--- src/rtl/imem_pkg.sv ---
// Shared definitions for the instruction-memory subsystem: loader states,
// the default memory geometry and a constant-foldable clog2.
package imem_pkg;

    typedef enum logic [1:0] {
        IDLE  = 2'd0,
        LOAD  = 2'd1,
        FLUSH = 2'd2
    } load_state_e;

    function automatic int CLOG2(input int value);
        int r;
        r = 0;
        while ((1 << r) < value) begin
            r++;
        end
        return r;
    endfunction

    localparam int IMEM_DEPTH = 1024;
    localparam int IMEM_IDXW  = CLOG2(IMEM_DEPTH);

endpackage

--- src/rtl/imem_load_ctrl.sv ---
// Program-load controller: streams host words into instruction memory from a
// base byte address while holding the CPU fetch path.
module imem_load_ctrl
    import imem_pkg::*;
#(
    parameter int  XLEN  = 32,
    parameter int  DEPTH = IMEM_DEPTH,
    localparam int IDXW  = CLOG2(DEPTH)
) (
    input  logic            clk,
    input  logic            rst_n,
    input  logic            load_start,
    input  logic [XLEN-1:0] load_base,
    input  logic [IDXW:0]   load_count,
    input  logic            s_valid,
    input  logic [31:0]     s_data,
    output logic            s_ready,
    output logic            mem_we,
    output logic [IDXW-1:0] mem_widx,
    output logic [31:0]     mem_wdata,
    output logic            cpu_hold,
    output logic            load_busy,
    output logic            load_done,
    output logic            load_err
);

    load_state_e     state_q, state_d;
    logic [IDXW-1:0] idx_q, idx_d;
    logic [IDXW:0]   rem_q, rem_d;
    logic            we_q, we_d;
    logic [IDXW-1:0] widx_q, widx_d;
    logic [31:0]     wdata_q, wdata_d;
    logic            done_q, done_d;
    logic            err_q, err_d;

    logic [IDXW-1:0] base_idx;
    logic [IDXW+1:0] end_idx;
    logic            start_bad;

    // The end index is one bit wider than the count so base+count cannot wrap.
    assign base_idx  = load_base[IDXW+1:2];
    assign end_idx   = {2'b00, base_idx} + {1'b0, load_count};
    assign start_bad = (|load_base[1:0])
                     || ((load_base >> (IDXW + 2)) != '0)
                     || (end_idx > (IDXW+2)'(DEPTH));

    always_comb begin
        state_d = state_q;
        idx_d   = idx_q;
        rem_d   = rem_q;
        we_d    = 1'b0;
        widx_d  = widx_q;
        wdata_d = wdata_q;
        done_d  = 1'b0;
        err_d   = err_q;
        case (state_q)
            IDLE: begin
                if (load_start) begin
                    if (start_bad) begin
                        err_d = 1'b1;
                    end else begin
                        err_d = 1'b0;
                        if (load_count == '0) begin
                            done_d = 1'b1;
                        end else begin
                            idx_d   = base_idx;
                            rem_d   = load_count;
                            state_d = LOAD;
                        end
                    end
                end
            end
            LOAD: begin
                if (s_valid) begin
                    we_d    = 1'b1;
                    widx_d  = idx_q;
                    wdata_d = s_data;
                    idx_d   = idx_q + IDXW'(1);
                    rem_d   = rem_q - (IDXW+1)'(1);
                    if (rem_q == (IDXW+1)'(1)) begin
                        state_d = FLUSH;
                    end
                end
            end
            FLUSH: begin
                state_d = IDLE;
                done_d  = 1'b1;
            end
            default: state_d = IDLE;
        endcase
    end

    always_ff @(posedge clk) begin
        if (!rst_n) begin
            state_q <= IDLE;
            idx_q   <= '0;
            rem_q   <= '0;
            we_q    <= 1'b0;
            widx_q  <= '0;
            wdata_q <= '0;
            done_q  <= 1'b0;
            err_q   <= 1'b0;
        end else begin
            state_q <= state_d;
            idx_q   <= idx_d;
            rem_q   <= rem_d;
            we_q    <= we_d;
            widx_q  <= widx_d;
            wdata_q <= wdata_d;
            done_q  <= done_d;
            err_q   <= err_d;
        end
    end

    assign s_ready   = (state_q == LOAD);
    assign cpu_hold  = (state_q == LOAD) || (state_q == FLUSH);
    assign load_busy = cpu_hold;
    assign mem_we    = we_q;
    assign mem_widx  = widx_q;
    assign mem_wdata = wdata_q;
    assign load_done = done_q;
    assign load_err  = err_q;

endmodule

--- config.mk ---
export PLATFORM = sky130hd
export DESIGN_NAME = imem_load_ctrl
export DESIGN_NICKNAME = d
export VERILOG_FILES = /design/src/rtl/imem_pkg.sv /design/src/rtl/imem_load_ctrl.sv
export SDC_FILE = /design/constraint.sdc
export NUM_CORES = 1
export LEC_CHECK = 0
export CAP_MARGIN = 40
export CORE_UTILIZATION = 46
export DETAILED_ROUTE_END_ITERATION = 6
export GPL_TIMING_DRIVEN = 0
export PLACE_DENSITY = 0.8
export REMOVE_ABC_BUFFERS = 1
export SLEW_MARGIN = 20
export SYNTH_ARGS = -nofsm -noshare
export SYNTH_HDL_FRONTEND = slang
export SYNTH_SLANG_ARGS = --single-unit
--- constraint.sdc ---
create_clock -name clk -period 4.1 [get_ports clk]
set_input_delay 1.025 -clock clk [delete_from_list [all_inputs] [get_ports clk]]
set_output_delay 1.025 -clock clk [all_outputs]
set_load 0.01 [all_outputs]
==> metrics.yaml <==
synthesis:
  synth_top_area_cell: "dfxtp_1"
  synthCells: 474
  synth.top_cells.by_area: "dfxtp_1, nand2_1, a21oi_1"
  yosysMostFrequentCell: "nand2_1"
  synth_edf_count: 0
  yosys.cell_types.count: 58
  synth_commonest_cells: "nand2_1, dfxtp_1, a21oi_1, nor2_1, clkbuf_1"
  seq_area_frac_synth: 0.3696
  syn_area_sq_um: 3684
  synth_warnings: 0
  ys_ff_latch: 68
  synth_ff_type: "dfxtp_1"
  postSynthAreaPerCell_sq_um: 7.771
  synth_top_area_frac: 0.3696
  async_reset_ff_frac: 0
worst_hold_path:
  min_to: "mem_widx[7]"
  min_path_cells: 2
  hp-class: "reg -> reg"
  hold_path.startpoint: "mem_widx[7]"
worst_setup_path:
  rr_worst_depth: 10
  cp_slowest_cell: "clkdlybuf4s50_1"
  r2r_slack_ns: 0.87
  cp.required_ns: 4.35
  crit_start: "load_count[0]"
  crit_type: "in -> reg"
  crit_chain: "clkdlybuf4s50_1, ha_1, inv_1, fa_1, nand2b_1, a21oi_2, o311a_1, a22oi_1, o311ai_2, and3_4, nor2_2, o32ai_1"
  critPathCaptureType: "flip-flop"
  critPathMaxFanout: 14
  timing.rr.start: "state_q[1]"
  start_kind: "input port"
  max_stage_delay_ns: 0.56
  r2r_end: "idx_q[8]"
  crit_arrival_ns: 4.26
floorplanning:
  core_sq_um: 7727
  rows: 32
  die_area_sq_um: 8370
  chipHeight_um: 91.49
  start_util: 0.4767
  die_x_um: 91.49
  ioPinCount: 127
global_routing:
  grt_max_degree: 47
  top_usage_layer: "met2"
  grt_overflow: 0
  grt_pass1_vias: 3788
  grt_antenna_before_repair: 0
  grtUsageMet2: 0.4599
  track_usage: 0.2600
  use_met1: 0.3089
  met3_usage: 0.05779
  grt_pass1_wl_um: 17460
drt:
  antenna_left: 0
  route.detailed.wl_per_inst_um: 15.92
  finalWirelength_um: 11070
  drtPass1Iterations: 5
  drt_iter0_drc: 199
  vias: 4055
  via_per_inst: 5.835
  route.detailed.drc: 0
timing:
  period_share: 0.9798
  max_slew.worst_pin.slew_ns: 0.7071
  post-route-min-period_ns: 4.017
  finClkSkew_ns: 0.009680
  max_freq_mhz: 248.9
  setup_violations: 0
  setup_tns_ns: 0
  fin_ws_ns: 0.08291
  hold_viol: 0
  slew_headroom: 0.5281
  drv_slew: 0
placed_design:
  place_congestion: 0.9228
  post-place-ws_ns: -0.5137
  port_buffers: 126
  dp_hpwl_um: 7813
layout:
  nets: 685
  syn2layout_area_growth_pct: 44.09
  utilization: 0.6869
  final_layout_size_suffix_gt1_frac: 0.07251
  fillers: 633
  regArea_sq_um: 1361
  multiInputGateArea_sq_um: 2161
  n_antenna_cell: 0
power:
  p_sw_frac: 0.2485
  p_sw_uw: 369.2
  p_comb_frac: 0.135
  peakVddDrop_uv: 163.2
  power.density_nw_per_um2: 280.0
  seq_power_share: 0.445
  leakagePower_nw: 1.955
  p_clk_frac: 0.420
  p_int_mw: 1.117
run_status:
  status: "finished clean"
cts:
  cts_buffers: 9
  htreeDepth: 3
  cts_sinks: 68
  path_clk_slew_ns: 0.08
  cts_tree: "built"
  cts_hold_buf: 0
  postCtsSetupRepairBufs: 0
  cts-root-buf: "clkbuf_8"
  clk_latency_ns: 0.35
  clockBufferDepth: 2
job:
  cap_violations: 0
-- routing by layer --
metal  wire, um  vias up  share of wire
li1           -     1925              -
met3        917       22          0.083
met4        183        0          0.017
met5          0        -              0
met1       4387     1913           0.40
met2       5577      195           0.50
-- metrics by stage --
stage	total power, mW	cells	cell area, sq um	hold WS [ns]
final	1.486	695	5308	0.4525
after global routing	1.540	695	5308	0.4741
after CTS	1.492	694	5273	0.4552
after detailed placement	0.8716	678	5049	0.4453
after global placement	0.8613	673	4938	0.4406
after floorplan	0.7597	445	3550	0.4427
-- sequential cells by signal (all words and copies together), names as in the netlist --
register	flops
idx_q	10
load_done	1
load_err	1
mem_wdata	32
mem_we	1
mem_widx	10
rem_q	11
state_q	2
-- layout make-up --
type,instances,area share
clock buffers,9,0.02334
clock inverters,7,0.01862
inverters,14,0.009901
multi-input cells,363,0.4071
flip-flops and latches,68,0.2565
well taps,102,0.02405
repair buffers,132,0.2605
-- critical path: cells and delay by family --
family	cells	cell delay, ns
and+or+nand+nor	3	0.77
adders and majority gates	2	0.61
AOI/OAI and AO/OA	5	1.23
buffers and inverters	2	0.61
-- timing repair --
| item | CTS | global route |
|---|---|---|
| gates cloned | 0 | 0 |
| setup endpoints to repair | 20 | 20 |
| pin swaps | 0 | 2 |
| resized for setup | 1 | 4 |
-- layout by cell type (no fill, tap or decap), drive strengths merged, types with 2 or more instances in the layout --
master         netlist  final
inv                 14     15
a32o                10     10
a21o                 4      4
nand4                5      5
ha                  17     17
o21a                 2      2
nor4                 6      6
a21boi               2      2
bufinv               0      2
nand3               11     11
clkinv               0      3
a221oi               2      2
xor2                 3      3
buf                  7      6
clkdlybuf4s50        0    126
o32ai                6      6
nand2              110    110
clkbuf              22      9
a22oi               11     11
or2                  2      2
a211oi               3      3
nor2                28     28
o22ai               11     11
dfxtp               68     68
mux2i                6      6
or3                  3      3
and3                 6      6
o21ai               10     10
xnor2                2      2
a21oi               66     66
nor3                15     15
nor2b                2      2
o211ai               3      3
-- power by group through the flow --
stage               sequential, mW  combinational (mW)  clock, mW
floorplan                    0.677              0.0831          0
global placement             0.676               0.185          0
detailed placement           0.676               0.195          0
CTS                          0.661               0.197      0.635
global route                 0.661               0.215      0.665
finish                       0.661               0.201      0.624
-- how the worst max path moves through the flow --
stage	to	slack, ns	cells past startpoint
4_1_cts	idx_q[8]	0.05	12
3_5_place_dp	idx_q[4]	-0.51	12
3_3_place_gp	idx_q[7]	-0.42	12
5_1_grt	idx_q[8]	-0.04	12
2_1_floorplan	idx_q[5]	0.61	11
6_report	idx_q[8]	0.08	12
-- cell families after synthesis --
family,Yosys count,synth area share
AO/OA/AOI/OAI,138,0.2517
XOR/XNOR,5,0.01189
adder cells (fa/ha/maj),18,0.06318
buffers and inverters,43,0.05061
flip-flops,68,0.3696
multiplexers,6,0.01630
AND/OR/NAND/NOR,196,0.2368
Note: power is estimated with default switching activity, not from simulation.
